==> config.mk <==
export PLATFORM = sky130hd
export DESIGN_NAME = pipe_ctrl
export DESIGN_NICKNAME = d
export VERILOG_FILES = /design/src/rtl/pipe_ctrl_pkg.sv /design/src/rtl/pipe_ctrl_inst_decoder.sv /design/src/rtl/pipe_ctrl.sv
export SDC_FILE = /design/constraint.sdc
export NUM_CORES = 1
export LEC_CHECK = 0
export ABC_AREA = 0
export CORE_MARGIN = 2
export CORE_UTILIZATION = 46
export DETAILED_ROUTE_END_ITERATION = 6
export PLACE_DENSITY = 0.89
export SYNTH_ARGS = -nofsm -noshare
export SYNTH_HDL_FRONTEND = slang
export SYNTH_SLANG_ARGS = --single-unit
==> constraint.sdc <==
create_clock -name clk -period 7.2 [get_ports clk]
set_input_delay 1.08 -clock clk [delete_from_list [all_inputs] [get_ports clk]]
set_output_delay 1.08 -clock clk [all_outputs]
set_load 0.1 [all_outputs]
==> src/rtl/pipe_ctrl_pkg.sv <==
// Shared types and encodings for the RV32 pipeline controller.
// Control bundle layout, field encodings, the NOP bundle and the trap FSM states.
package pipe_ctrl_pkg;

  localparam logic [4:0] ALU_ADD    = 5'd0;
  localparam logic [4:0] ALU_SUB    = 5'd1;
  localparam logic [4:0] ALU_SLL    = 5'd2;
  localparam logic [4:0] ALU_SLT    = 5'd3;
  localparam logic [4:0] ALU_SLTU   = 5'd4;
  localparam logic [4:0] ALU_XOR    = 5'd5;
  localparam logic [4:0] ALU_SRL    = 5'd6;
  localparam logic [4:0] ALU_SRA    = 5'd7;
  localparam logic [4:0] ALU_OR     = 5'd8;
  localparam logic [4:0] ALU_AND    = 5'd9;
  localparam logic [4:0] ALU_PASSB  = 5'd10;
  localparam logic [4:0] ALU_MUL    = 5'd11;
  localparam logic [4:0] ALU_MULH   = 5'd12;
  localparam logic [4:0] ALU_MULHSU = 5'd13;
  localparam logic [4:0] ALU_MULHU  = 5'd14;
  localparam logic [4:0] ALU_DIV    = 5'd15;
  localparam logic [4:0] ALU_DIVU   = 5'd16;
  localparam logic [4:0] ALU_REM    = 5'd17;
  localparam logic [4:0] ALU_REMU   = 5'd18;

  localparam logic [2:0] BR_EQ   = 3'd0;
  localparam logic [2:0] BR_NE   = 3'd1;
  localparam logic [2:0] BR_LT   = 3'd2;
  localparam logic [2:0] BR_GE   = 3'd3;
  localparam logic [2:0] BR_LTU  = 3'd4;
  localparam logic [2:0] BR_GEU  = 3'd5;
  localparam logic [2:0] BR_NONE = 3'd6;
  localparam logic [2:0] BR_JUMP = 3'd7;

  localparam logic [2:0] MEM_B  = 3'd0;
  localparam logic [2:0] MEM_H  = 3'd1;
  localparam logic [2:0] MEM_W  = 3'd2;
  localparam logic [2:0] MEM_BU = 3'd3;
  localparam logic [2:0] MEM_HU = 3'd4;

  localparam logic [1:0] WB_ALU = 2'd0;
  localparam logic [1:0] WB_MEM = 2'd1;
  localparam logic [1:0] WB_PC4 = 2'd2;
  localparam logic [1:0] WB_CSR = 2'd3;

  localparam logic [2:0] IMM_I = 3'd0;
  localparam logic [2:0] IMM_J = 3'd1;
  localparam logic [2:0] IMM_U = 3'd2;
  localparam logic [2:0] IMM_B = 3'd3;
  localparam logic [2:0] IMM_S = 3'd4;

  localparam logic [6:0] OP_LUI    = 7'b0110111;
  localparam logic [6:0] OP_AUIPC  = 7'b0010111;
  localparam logic [6:0] OP_JAL    = 7'b1101111;
  localparam logic [6:0] OP_JALR   = 7'b1100111;
  localparam logic [6:0] OP_BRANCH = 7'b1100011;
  localparam logic [6:0] OP_LOAD   = 7'b0000011;
  localparam logic [6:0] OP_STORE  = 7'b0100011;
  localparam logic [6:0] OP_IMM    = 7'b0010011;
  localparam logic [6:0] OP_REG    = 7'b0110011;
  localparam logic [6:0] OP_SYSTEM = 7'b1110011;

  localparam logic [6:0] F7_BASE = 7'b0000000;
  localparam logic [6:0] F7_ALT  = 7'b0100000;
  localparam logic [6:0] F7_MUL  = 7'b0000001;

  localparam logic [11:0] SYS_MRET = 12'h302;

  // sel_opr_a: 0 = rs1, 1 = pc.  sel_opr_b: 0 = rs2, 1 = immediate.
  typedef struct packed {
    logic       rf_en;
    logic       rd_en;
    logic       wr_en;
    logic       sel_opr_a;
    logic       sel_opr_b;
    logic [4:0] aluop;
    logic [2:0] br_type;
    logic [2:0] mem_type;
    logic [1:0] sel_wb;
    logic [2:0] imm_type;
    logic       csr_rd;
    logic       csr_wr;
    logic       is_mret;
  } ctrl_t;

  localparam ctrl_t CTRL_NOP = '{
    rf_en: 1'b0, rd_en: 1'b0, wr_en: 1'b0, sel_opr_a: 1'b0, sel_opr_b: 1'b0,
    aluop: ALU_ADD, br_type: BR_NONE, mem_type: MEM_B, sel_wb: WB_ALU,
    imm_type: IMM_I, csr_rd: 1'b0, csr_wr: 1'b0, is_mret: 1'b0
  };

  typedef enum logic [1:0] {
    ST_RUN  = 2'd0,
    ST_TRAP = 2'd1,
    ST_MRET = 2'd2
  } state_t;

  // Base-ISA ALU operation selected by funct3 alone (no SUB/SRA).
  function automatic logic [4:0] alu_base(input logic [2:0] funct3);
    case (funct3)
      3'b000:  return ALU_ADD;
      3'b001:  return ALU_SLL;
      3'b010:  return ALU_SLT;
      3'b011:  return ALU_SLTU;
      3'b100:  return ALU_XOR;
      3'b101:  return ALU_SRL;
      3'b110:  return ALU_OR;
      default: return ALU_AND;
    endcase
  endfunction

endpackage

==> src/rtl/pipe_ctrl_inst_decoder.sv <==
// Combinational RV32 instruction decoder: control bundle, illegal flag and source usage.
// Illegal encodings collapse to the NOP bundle with no source reads.
module inst_decoder
  import pipe_ctrl_pkg::*;
#(
  parameter int EN_M   = 0,
  parameter int EN_CSR = 1
) (
  input  logic [31:0] inst,
  output ctrl_t       ctrl,
  output logic        illegal,
  output logic        uses_rs1,
  output logic        uses_rs2
);

  logic [6:0] opcode;
  logic [2:0] funct3;
  logic [6:0] funct7;
  logic       unused_fields;

  assign opcode        = inst[6:0];
  assign funct3        = inst[14:12];
  assign funct7        = inst[31:25];
  assign unused_fields = ^{inst[19:15], inst[11:7]};

  ctrl_t c;
  logic  ill;
  logic  u1;
  logic  u2;

  always_comb begin
    c   = CTRL_NOP;
    ill = 1'b0;
    u1  = 1'b0;
    u2  = 1'b0;
    case (opcode)
      OP_LUI: begin
        c.rf_en = 1'b1; c.sel_opr_b = 1'b1; c.aluop = ALU_PASSB; c.imm_type = IMM_U;
      end
      OP_AUIPC: begin
        c.rf_en = 1'b1; c.sel_opr_a = 1'b1; c.sel_opr_b = 1'b1; c.imm_type = IMM_U;
      end
      OP_JAL: begin
        c.rf_en = 1'b1; c.sel_opr_a = 1'b1; c.sel_opr_b = 1'b1;
        c.br_type = BR_JUMP; c.sel_wb = WB_PC4; c.imm_type = IMM_J;
      end
      OP_JALR: begin
        c.rf_en = 1'b1; c.sel_opr_b = 1'b1;
        c.br_type = BR_JUMP; c.sel_wb = WB_PC4; c.imm_type = IMM_I;
        u1  = 1'b1;
        ill = (funct3 != 3'b000);
      end
      OP_BRANCH: begin
        c.aluop = ALU_SUB; c.imm_type = IMM_B;
        u1 = 1'b1; u2 = 1'b1;
        case (funct3)
          3'b000:  c.br_type = BR_EQ;
          3'b001:  c.br_type = BR_NE;
          3'b100:  c.br_type = BR_LT;
          3'b101:  c.br_type = BR_GE;
          3'b110:  c.br_type = BR_LTU;
          3'b111:  c.br_type = BR_GEU;
          default: ill = 1'b1;
        endcase
      end
      OP_LOAD: begin
        c.rf_en = 1'b1; c.rd_en = 1'b1; c.sel_opr_b = 1'b1;
        c.sel_wb = WB_MEM; c.imm_type = IMM_I;
        u1 = 1'b1;
        case (funct3)
          3'b000:  c.mem_type = MEM_B;
          3'b001:  c.mem_type = MEM_H;
          3'b010:  c.mem_type = MEM_W;
          3'b100:  c.mem_type = MEM_BU;
          3'b101:  c.mem_type = MEM_HU;
          default: ill = 1'b1;
        endcase
      end
      OP_STORE: begin
        c.wr_en = 1'b1; c.sel_opr_b = 1'b1; c.imm_type = IMM_S;
        u1 = 1'b1; u2 = 1'b1;
        case (funct3)
          3'b000:  c.mem_type = MEM_B;
          3'b001:  c.mem_type = MEM_H;
          3'b010:  c.mem_type = MEM_W;
          default: ill = 1'b1;
        endcase
      end
      OP_IMM: begin
        c.rf_en = 1'b1; c.sel_opr_b = 1'b1; c.imm_type = IMM_I;
        u1 = 1'b1;
        c.aluop = alu_base(funct3);
        if (funct3 == 3'b001) begin
          ill = (funct7 != F7_BASE);
        end else if (funct3 == 3'b101) begin
          if (funct7 == F7_ALT)       c.aluop = ALU_SRA;
          else if (funct7 != F7_BASE) ill = 1'b1;
        end
      end
      OP_REG: begin
        c.rf_en = 1'b1;
        u1 = 1'b1; u2 = 1'b1;
        case (funct7)
          F7_BASE: c.aluop = alu_base(funct3);
          F7_ALT: begin
            if (funct3 == 3'b000)      c.aluop = ALU_SUB;
            else if (funct3 == 3'b101) c.aluop = ALU_SRA;
            else                       ill = 1'b1;
          end
          F7_MUL: begin
            if (EN_M != 0) c.aluop = ALU_MUL + {2'b00, funct3};
            else           ill = 1'b1;
          end
          default: ill = 1'b1;
        endcase
      end
      OP_SYSTEM: begin
        if (EN_CSR == 0) begin
          ill = 1'b1;
        end else if (funct3 == 3'b001) begin
          c.rf_en = 1'b1; c.csr_rd = 1'b1; c.csr_wr = 1'b1;
          c.sel_wb = WB_CSR; c.aluop = ALU_PASSB;
          u1 = 1'b1;
        end else if (funct3 == 3'b000 && inst[31:20] == SYS_MRET) begin
          c.is_mret = 1'b1;
        end else begin
          ill = 1'b1;
        end
      end
      default: ill = 1'b1;
    endcase

    if (ill) begin
      c  = CTRL_NOP;
      u1 = 1'b0;
      u2 = 1'b0;
    end
  end

  assign ctrl     = c;
  assign illegal  = ill;
  assign uses_rs1 = u1;
  assign uses_rs2 = u2;

endmodule

==> src/rtl/pipe_ctrl.sv <==
// RV32 pipeline controller: decode, writeback control stages, load-use hazard and trap/mret sequencing.
// state | meaning
// RUN   | normal issue
// TRAP  | one-cycle illegal-instruction redirect (trap_o, ctrl_flush)
// MRET  | one-cycle return to mepc (mret_o, ctrl_flush)
module pipe_ctrl
  import pipe_ctrl_pkg::*;
#(
  parameter int WB_DEPTH = 1,
  parameter int EN_M     = 0,
  parameter int EN_CSR   = 1
) (
  input  logic        clk,
  input  logic        rst,
  input  logic        inst_valid,
  input  logic [31:0] inst,
  input  logic        stall_in,
  input  logic        flush_in,
  output ctrl_t       de_ctrl,
  output logic        illegal,
  output ctrl_t       wb_ctrl,
  output logic        wb_valid,
  output logic [4:0]  wb_rd,
  output logic        load_use_stall,
  output logic        trap_o,
  output logic        mret_o,
  output logic        ctrl_flush
);

  ctrl_t      dec_ctrl;
  logic       dec_illegal;
  logic       uses_rs1;
  logic       uses_rs2;

  inst_decoder #(.EN_M(EN_M), .EN_CSR(EN_CSR)) u_dec (
    .inst     (inst),
    .ctrl     (dec_ctrl),
    .illegal  (dec_illegal),
    .uses_rs1 (uses_rs1),
    .uses_rs2 (uses_rs2)
  );

  ctrl_t      stg_ctrl  [WB_DEPTH];
  logic       stg_valid [WB_DEPTH];
  logic [4:0] stg_rd    [WB_DEPTH];

  state_t     state;
  state_t     state_nxt;

  logic [4:0] rs1;
  logic [4:0] rs2;
  logic       accept;
  logic       mret_go;

  assign rs1     = inst[19:15];
  assign rs2     = inst[24:20];
  assign de_ctrl = inst_valid ? dec_ctrl : CTRL_NOP;
  assign illegal = inst_valid & dec_illegal;

  assign load_use_stall = inst_valid & stg_valid[0] & stg_ctrl[0].rd_en & (stg_rd[0] != 5'd0) &
                          ((uses_rs1 & (rs1 == stg_rd[0])) | (uses_rs2 & (rs2 == stg_rd[0])));

  assign mret_go = inst_valid & de_ctrl.is_mret & ~stall_in & ~flush_in & ~load_use_stall;

  // MRET is consumed by the FSM, so it never occupies a pipeline slot.
  assign accept = inst_valid & ~flush_in & ~load_use_stall & ~illegal &
                  ~de_ctrl.is_mret & (state == ST_RUN);

  always_ff @(posedge clk) begin
    if (rst) begin
      for (int i = 0; i < WB_DEPTH; i++) begin
        stg_ctrl[i]  <= CTRL_NOP;
        stg_valid[i] <= 1'b0;
        stg_rd[i]    <= 5'd0;
      end
    end else if (!stall_in) begin
      if (accept) begin
        stg_ctrl[0]  <= de_ctrl;
        stg_valid[0] <= 1'b1;
        stg_rd[0]    <= inst[11:7];
      end else begin
        stg_ctrl[0]  <= CTRL_NOP;
        stg_valid[0] <= 1'b0;
        stg_rd[0]    <= 5'd0;
      end
      for (int i = 1; i < WB_DEPTH; i++) begin
        stg_ctrl[i]  <= stg_ctrl[i-1];
        stg_valid[i] <= stg_valid[i-1];
        stg_rd[i]    <= stg_rd[i-1];
      end
    end
  end

  assign wb_ctrl  = stg_ctrl[WB_DEPTH-1];
  assign wb_valid = stg_valid[WB_DEPTH-1];
  assign wb_rd    = stg_rd[WB_DEPTH-1];

  always_ff @(posedge clk) begin
    if (rst) state <= ST_RUN;
    else     state <= state_nxt;
  end

  always_comb begin
    state_nxt  = state;
    trap_o     = 1'b0;
    mret_o     = 1'b0;
    ctrl_flush = 1'b0;
    case (state)
      ST_RUN: begin
        if (illegal && !stall_in && !flush_in) state_nxt = ST_TRAP;
        else if (mret_go)                      state_nxt = ST_MRET;
      end
      ST_TRAP: begin
        trap_o     = 1'b1;
        ctrl_flush = 1'b1;
        state_nxt  = ST_RUN;
      end
      ST_MRET: begin
        mret_o     = 1'b1;
        ctrl_flush = 1'b1;
        state_nxt  = ST_RUN;
      end
      default: state_nxt = ST_RUN;
    endcase
  end

endmodule
==> summary.txt, run 1 <==
Clocking
  • Clock latency on the worst-skew pair: 0.29 ns
  • Clock buffer count from CTS: 5
  • Number of gates resized after cts: 0
  • Post-CTS Setup Bufs: 0
  • Clk sink count: 30
  • H-tree Lvls: 2
  • Root Buffer: clkbuf_8
  • TritonCTS clock tree: done
  • Hold buffer count at CTS: 0
  • Clock transition at path regs: 0.07 ns
  • Clock buffer depth: 2

Finish
  • # diodes: 0
  • Footprint of the multi-input gates: approximately 1200 um2
  • Non-Filler Instances: 407
  • Synth-to-Final Area Change: 44.2%
  • Most common cell after layout, fill and taps aside: clkdlybuf4s50_1
  • Fill count: between 300 and 400
  • Most frequent cells in the layout: clkdlybuf4s50_1 (93), nor2_1 (35), edfxtp_1 (28), nand2_1 (25), nor3_1 (19)
  • FF/Latch Area: 881 um2
  • # nets final: between 300 and 400
  • Fraction of layout cells with a size suffix above 1: 5.29%

Global route
  • First-pass GRT wire length: 10.7 mm
  • Largest net degree at the start of global routing: 29
  • Initial antenna violation count: 0
  • Vias in the first global route: between 2000 and 2500
  • Grt total ovfl: 0
  • Global Route Usage Sum: 25.8%

Drt
  • Vias per cell: roughly 5.7
  • Met3 Wirelength: ~540 um
  • Routed wire length per instance: 16.8 um
  • Initial drt markers: 213
  • Vias: between 2000 and 2500
  • Met2 routed WL: 3.39 mm
  • 1st-pass router iterations: 5
  • WL met1: 2.78 mm
  • Top sig layer: met4
  • ANT nets after route: 0
  • DRC: 0
  • Final wirelength: 6.84 mm

Power
  • Sw Pwr: 0.172 mW
  • Internal power: 0.306 mW
  • Part of the power in registers: 41.9%
  • Peak VDD IR: 0.0000745 V
  • Switching share of power: 36.0%
  • Overall Power: 0.478 mW
  • Share of power burned in combinational logic: 29.9%
  • Cell Pwr Density: 147 nW/um2
  • Clk pwr share: between 20% and 30%
  • Leakage power total: 1.02 nW

STA
  • Setup Skew: 0.00898 ns
  • Slew @ Worst Pin: 0.997 ns
  • Slew headroom: 33.3%
  • Final setup viols: 0
  • Fin. Hold Viols: 0
  • Tcrit/Tclk final: 81.9%
  • Count of final max-slew check failures: 0
  • Fmax: 170 MHz
  • Final Critical Period: 5.90 ns
  • Unrepaired setup endpoints after global routing: no
  • TNS Setup: 0 ns
  • Hold WS: 0.538 ns

Synthesis
  • Yosys top cell by area: edfxtp_1
  • Ys flop type: edfxtp_1
  • Yosys reg bits: 30
  • Synth Warn #: 0
  • Synthesized area: ~2300 um2
  • Top post-synthesis cells by area: edfxtp_1 (37%), nor2_1 (5.8%), nor3_1 (4.2%), nand2_1 (4.2%), nand3_1 (3.3%)
  • Number of flops mapped to enable cells by yosys: 28
  • Async S/R FF share, synth: 0%
  • Share of the synthesized area in the top cell type: 37.3%
  • Synth Area per Inst: 8.85 um2
  • Post-Synthesis Cells: 255
  • Seq/Total Area, Yosys: 39.0%
  • Post-synth cell types: 54

Floorplanning
  • Die X: 74.1 um
  • I/O Pins: 96
  • Full die area: 5480 um2
  • Initial core utilization: 47.8%
  • Chip Height: 74.1 um
  • FP Rows: 25
  • Core outline area: roughly 4700 um2

Critical path
  • Crit Path Class: primary input to primary output
  • Crit path launch type: primary input
  • Critical path endpoint category: primary output
  • CP arrival: 4.82 ns
  • R2R Setup Slk: ~4.7 ns
  • Slowest stage cell, crit path: clkdlybuf4s50_1
  • Required time of the critical path: 6.12 ns
  • CP peak stage delay: roughly 1.2 ns
  • Crit path max fanout: 19
  • Worst-path cell chain: clkdlybuf4s50_1, nor3b_1, nor3_1, nand2_1, and3_1, nand3_4, nor4_1, clkdlybuf4s50_1
  • Most common cell on crit path: clkdlybuf4s50_1

Outcome
  • Status: complete, no violations

Place
  • RD Place Congestion: between 1 and 1.5
  • PortBufs: 93
  • Detail Placement HPWL: 5.39 mm
  • Dpl cells: 399

Flow run
  • Max Cap Viol: 0

Min path
  • HP Class: flip-flop to flip-flop
final timing paths:
check,start,endpoint,depth (start not counted)
setup / recovery,inst[12],de_ctrl[22],8
hold / removal,state[0],state[0],1
setup reg to reg,stg_rd[0][1],stg_ctrl[0][19],6
hold reg to reg,state[0],state[0],1
cells by family (layout without fill, tap and decap cells):
group           Yosys count  in the layout  share of synthesized area, %
compound gates           42             42                          14.9
fa+ha+maj                 3              3                          1.66
flops                    30             30                          39.0
other cells               1              3                         0.166
simple gates            144            144                          33.9
buf+inv                  24            107                          6.04
xor+xnor                 11             11                          4.27
final cells by class:
type	count	share of cell area, %
multi-input combinational	203	38.3
timing repair buffer	94	28.8
sequential	30	27.1
tap	67	2.58
clock buffer	5	2.11
inverter	5	0.577
clock inverter	3	0.500
power groups by stage:
| stage | Sequential (mW) | Clock (mW) | Combinational, mW |
|---|---|---|---|
| after floorplan | 0.250 | 0 | 0.0518 |
| after global placement | 0.204 | 0 | 0.141 |
| after detailed placement | 0.204 | 0 | 0.141 |
| after CTS | 0.200 | 0.136 | 0.142 |
| after global routing | 0.201 | 0.142 | 0.149 |
| final | 0.200 | 0.135 | 0.143 |
metal layers:
layer / track usage [%] / up-vias
li1: - / 1106
met1: 31.8 / 1066
met2: 43.9 / 136
met3: 5.83 / 12
met4: 10.3 / 0
met5: 0 / -
registers in the layout, summed over array words and instances (netlist names):
register / cells
stg_ctrl: 22
stg_rd: 5
state: 2
stg_valid: 1
metrics by stage:
stage	utilization [%]	setup WS, ns	cell area (um2)
2_1_floorplan	-	1.02	2260
3_3_place_gp	67.1	1.37	3170
3_5_place_dp	67.1	1.39	3170
4_1_cts	68.9	1.38	3250
5_1_grt	68.9	1.09	3250
6_report	68.9	1.30	3250
worst max-delay path, delay by kind of cell:
kind,cells,cell delay (ns)
AND/OR/NAND/NOR,6,1.78
buffers and inverters,2,1.94
synth_stat cells, types with 4 or more instances:
master,n
nand2_1,25
inv_1,5
nor2_1,35
nor3_1,19
xnor2_1,8
nand3_1,15
edfxtp_1,28
a21o_1,4
nand2b_1,6
clkbuf_1,4
o21ai_0,5
nand4_1,7
a21oi_1,11
nor2b_1,7
or3_1,4
buf_4,4
buf_2,7
(Power assumes the default switching activity.)
==> run 2, diff against run 1 <==
CORE_UTILIZATION = 39   (was 46)
PLACE_DENSITY = 0.8   (was 0.89)
clock period = 5.1 ns   (was 7.2 ns; I/O delays follow)
==> summary.txt, run 2 (same netlist as run 1, synthesis figures left out) <==
Finish
  • # nets final: 381
  • Most common cell after layout, fill and taps aside: clkdlybuf4s50_1
  • Max FFs per register: 22
  • Biggest regs: stg_ctrl x22, stg_rd x5, state x2
  • Non-Filler Instances: 414
  • Largest Register: stg_ctrl
  • Most frequent cells in the layout: clkdlybuf4s50_1 (68), nor2_1 (35), buf_4 (28), edfxtp_1 (28), nand2_1 (25)
  • Fraction of layout cells with a size suffix above 1: roughly an eighth
  • # diodes: 0
  • Synth-to-Final Area Change: 42.5%

Clocking
  • Clock latency on the worst-skew pair: 0.28 ns
  • Hold buffer count at CTS: 0
  • TritonCTS clock tree: done
  • Clock buffer count from CTS: 5
  • Clock buffer depth: 2
  • Clk sink count: 30
  • Post-CTS Setup Bufs: 0
  • H-tree Lvls: 2
  • Number of gates resized after cts: 0
  • Clock transition at path regs: about 0.07 ns
  • Root Buffer: clkbuf_8

Drt
  • Vias: 2292
  • Initial drt markers: 176
  • DRC: 0
  • Routed wire length per instance: 16.6 um
  • 1st-pass router iterations: 4
  • Vias per cell: around 5.5
  • ANT nets after route: 0
  • Final wirelength: 6.88 mm

Global route
  • Global Route Usage Sum: 22.7%
  • First-pass GRT wire length: 11.1 mm
  • Initial antenna violation count: 0
  • Grt total ovfl: 0
  • Largest net degree at the start of global routing: 29
  • Vias in the first global route: 2282

Power
  • Overall Power: ~0.67 mW
  • Peak VDD IR: 0.0000959 V
  • Cell Pwr Density: around 210 nW/um2
  • Switching share of power: a little over a third
  • Part of the power in registers: between 40 and 50%
  • Share of power burned in combinational logic: 30.3%
  • Leakage power total: 1.08 nW
  • Internal power: 0.433 mW
  • Sw Pwr: 0.232 mW
  • Clk pwr share: 27.2%

Floorplanning
  • Full die area: 6410 um2
  • I/O Pins: 96
  • Core outline area: 5540 um2
  • FP Rows: 27
  • Die X: 80.1 um
  • Chip Height: around 80 um
  • Initial core utilization: 40.7%

Critical path
  • CP peak stage delay: 0.75 ns
  • CP bufs+invs: 2
  • CP arrival: 3.62 ns
  • Most common cell on crit path: nor3_1
  • Cell family with most CP delay: simple AND/OR/NAND/NOR gates
  • Required time of the critical path: about 4.3 ns
  • Critical path endpoint category: primary output
  • Slowest stage cell, crit path: clkdlybuf4s50_1
  • Crit path launch type: primary input
  • Worst-path cell chain: clkdlybuf4s50_1, nor3b_1, nor3_1, nand2_1, and3_1, nand3_4, nor3_1, buf_4
  • Crit path max fanout: 19
  • Crit Path Class: primary input to primary output

STA
  • Setup Skew: 0.0108 ns
  • Slew @ Worst Pin: approximately 1 ns
  • Slew headroom: 33.4%
  • Final Critical Period: 4.38 ns
  • Count of final max-slew check failures: 0
  • Tcrit/Tclk final: between 80% and 90%
  • Fin. Hold Viols: 0
  • Unrepaired setup endpoints after global routing: no
  • Setup ws final: 0.719 ns
  • TNS Setup: 0 ns
  • Fmax: 228 MHz
  • Final setup viols: 0

Place
  • RD Place Congestion: 0.910
  • Detail Placement HPWL: 5.46 mm
  • Dpl cells: 406
  • Post-place setup slack: 0.720 ns
  • PortBufs: just over 90

Flow run
  • Max Cap Viol: 0

Outcome
  • Status: complete, no violations

Min path
  • HP Class: flip-flop to flip-flop
==> run 2: per-stage QoR <==
stage	utilization [%]	hold WS [ns]	area (um2)
2_1_floorplan	-	0.489	2270
3_3_place_gp	56.6	0.519	3130
3_5_place_dp	56.6	0.524	3130
4_1_cts	58.0	0.543	3220
5_1_grt	58.0	0.565	3220
6_report	58.0	0.539	3220
==> run 2: power by group through the flow <==
stage / Combinational (mW) / Sequential (mW) / Clock, mW
6_report: 0.202 / 0.283 / 0.181
5_1_grt: 0.212 / 0.284 / 0.192
4_1_cts: 0.202 / 0.283 / 0.184
3_5_place_dp: 0.201 / 0.288 / 0
3_3_place_gp: 0.201 / 0.288 / 0
2_1_floorplan: 0.0733 / 0.353 / 0
==> run 2: worst paths after layout <==
| kind | from | cells past startpoint | slack [ns] | to |
|---|---|---|---|---|
| setup / recovery | inst[12] | 8 | 0.72 | de_ctrl[21] |
| hold reg to reg | state[0] | 1 | 0.54 | state[0] |
| setup reg to reg | stg_rd[0][2] | 6 | 2.57 | stg_ctrl[0][6] |
| hold / removal | state[0] | 1 | 0.54 | state[0] |
==> run 2: per-layer routing <==
layer	routed length (um)	vias to the layer above	part of all wire [%]	global-route usage, %
met1	2840	1065	41	27.9
met3	494	16	7.2	4.49
li1	-	1104	-	-
met4	193	0	2.8	8.64
met2	3350	107	49	39.2
met5	0	-	0	0
==> run 2: layout make-up <==
type | count | area, um2
Fill cell | 534 | 2320
Multi-Input combinational cell | 203 | 1250
Timing Repair Buffer | 96 | 891
Sequential cell | 30 | 881
Tap cell | 72 | 90.1
Clock buffer | 6 | 72.6
Inverter | 5 | 18.8
Clock inverter | 2 | 8.76
==> run 2: worst register-to-register path, stage by stage (launching register included) <==
cell,delay (ns)
edfxtp_1,0.48
or4_1,0.53
o211ai_1,0.19
a21oi_1,0.06
o211ai_1,0.26
nand3_1,0.53
nor3_1,0.31
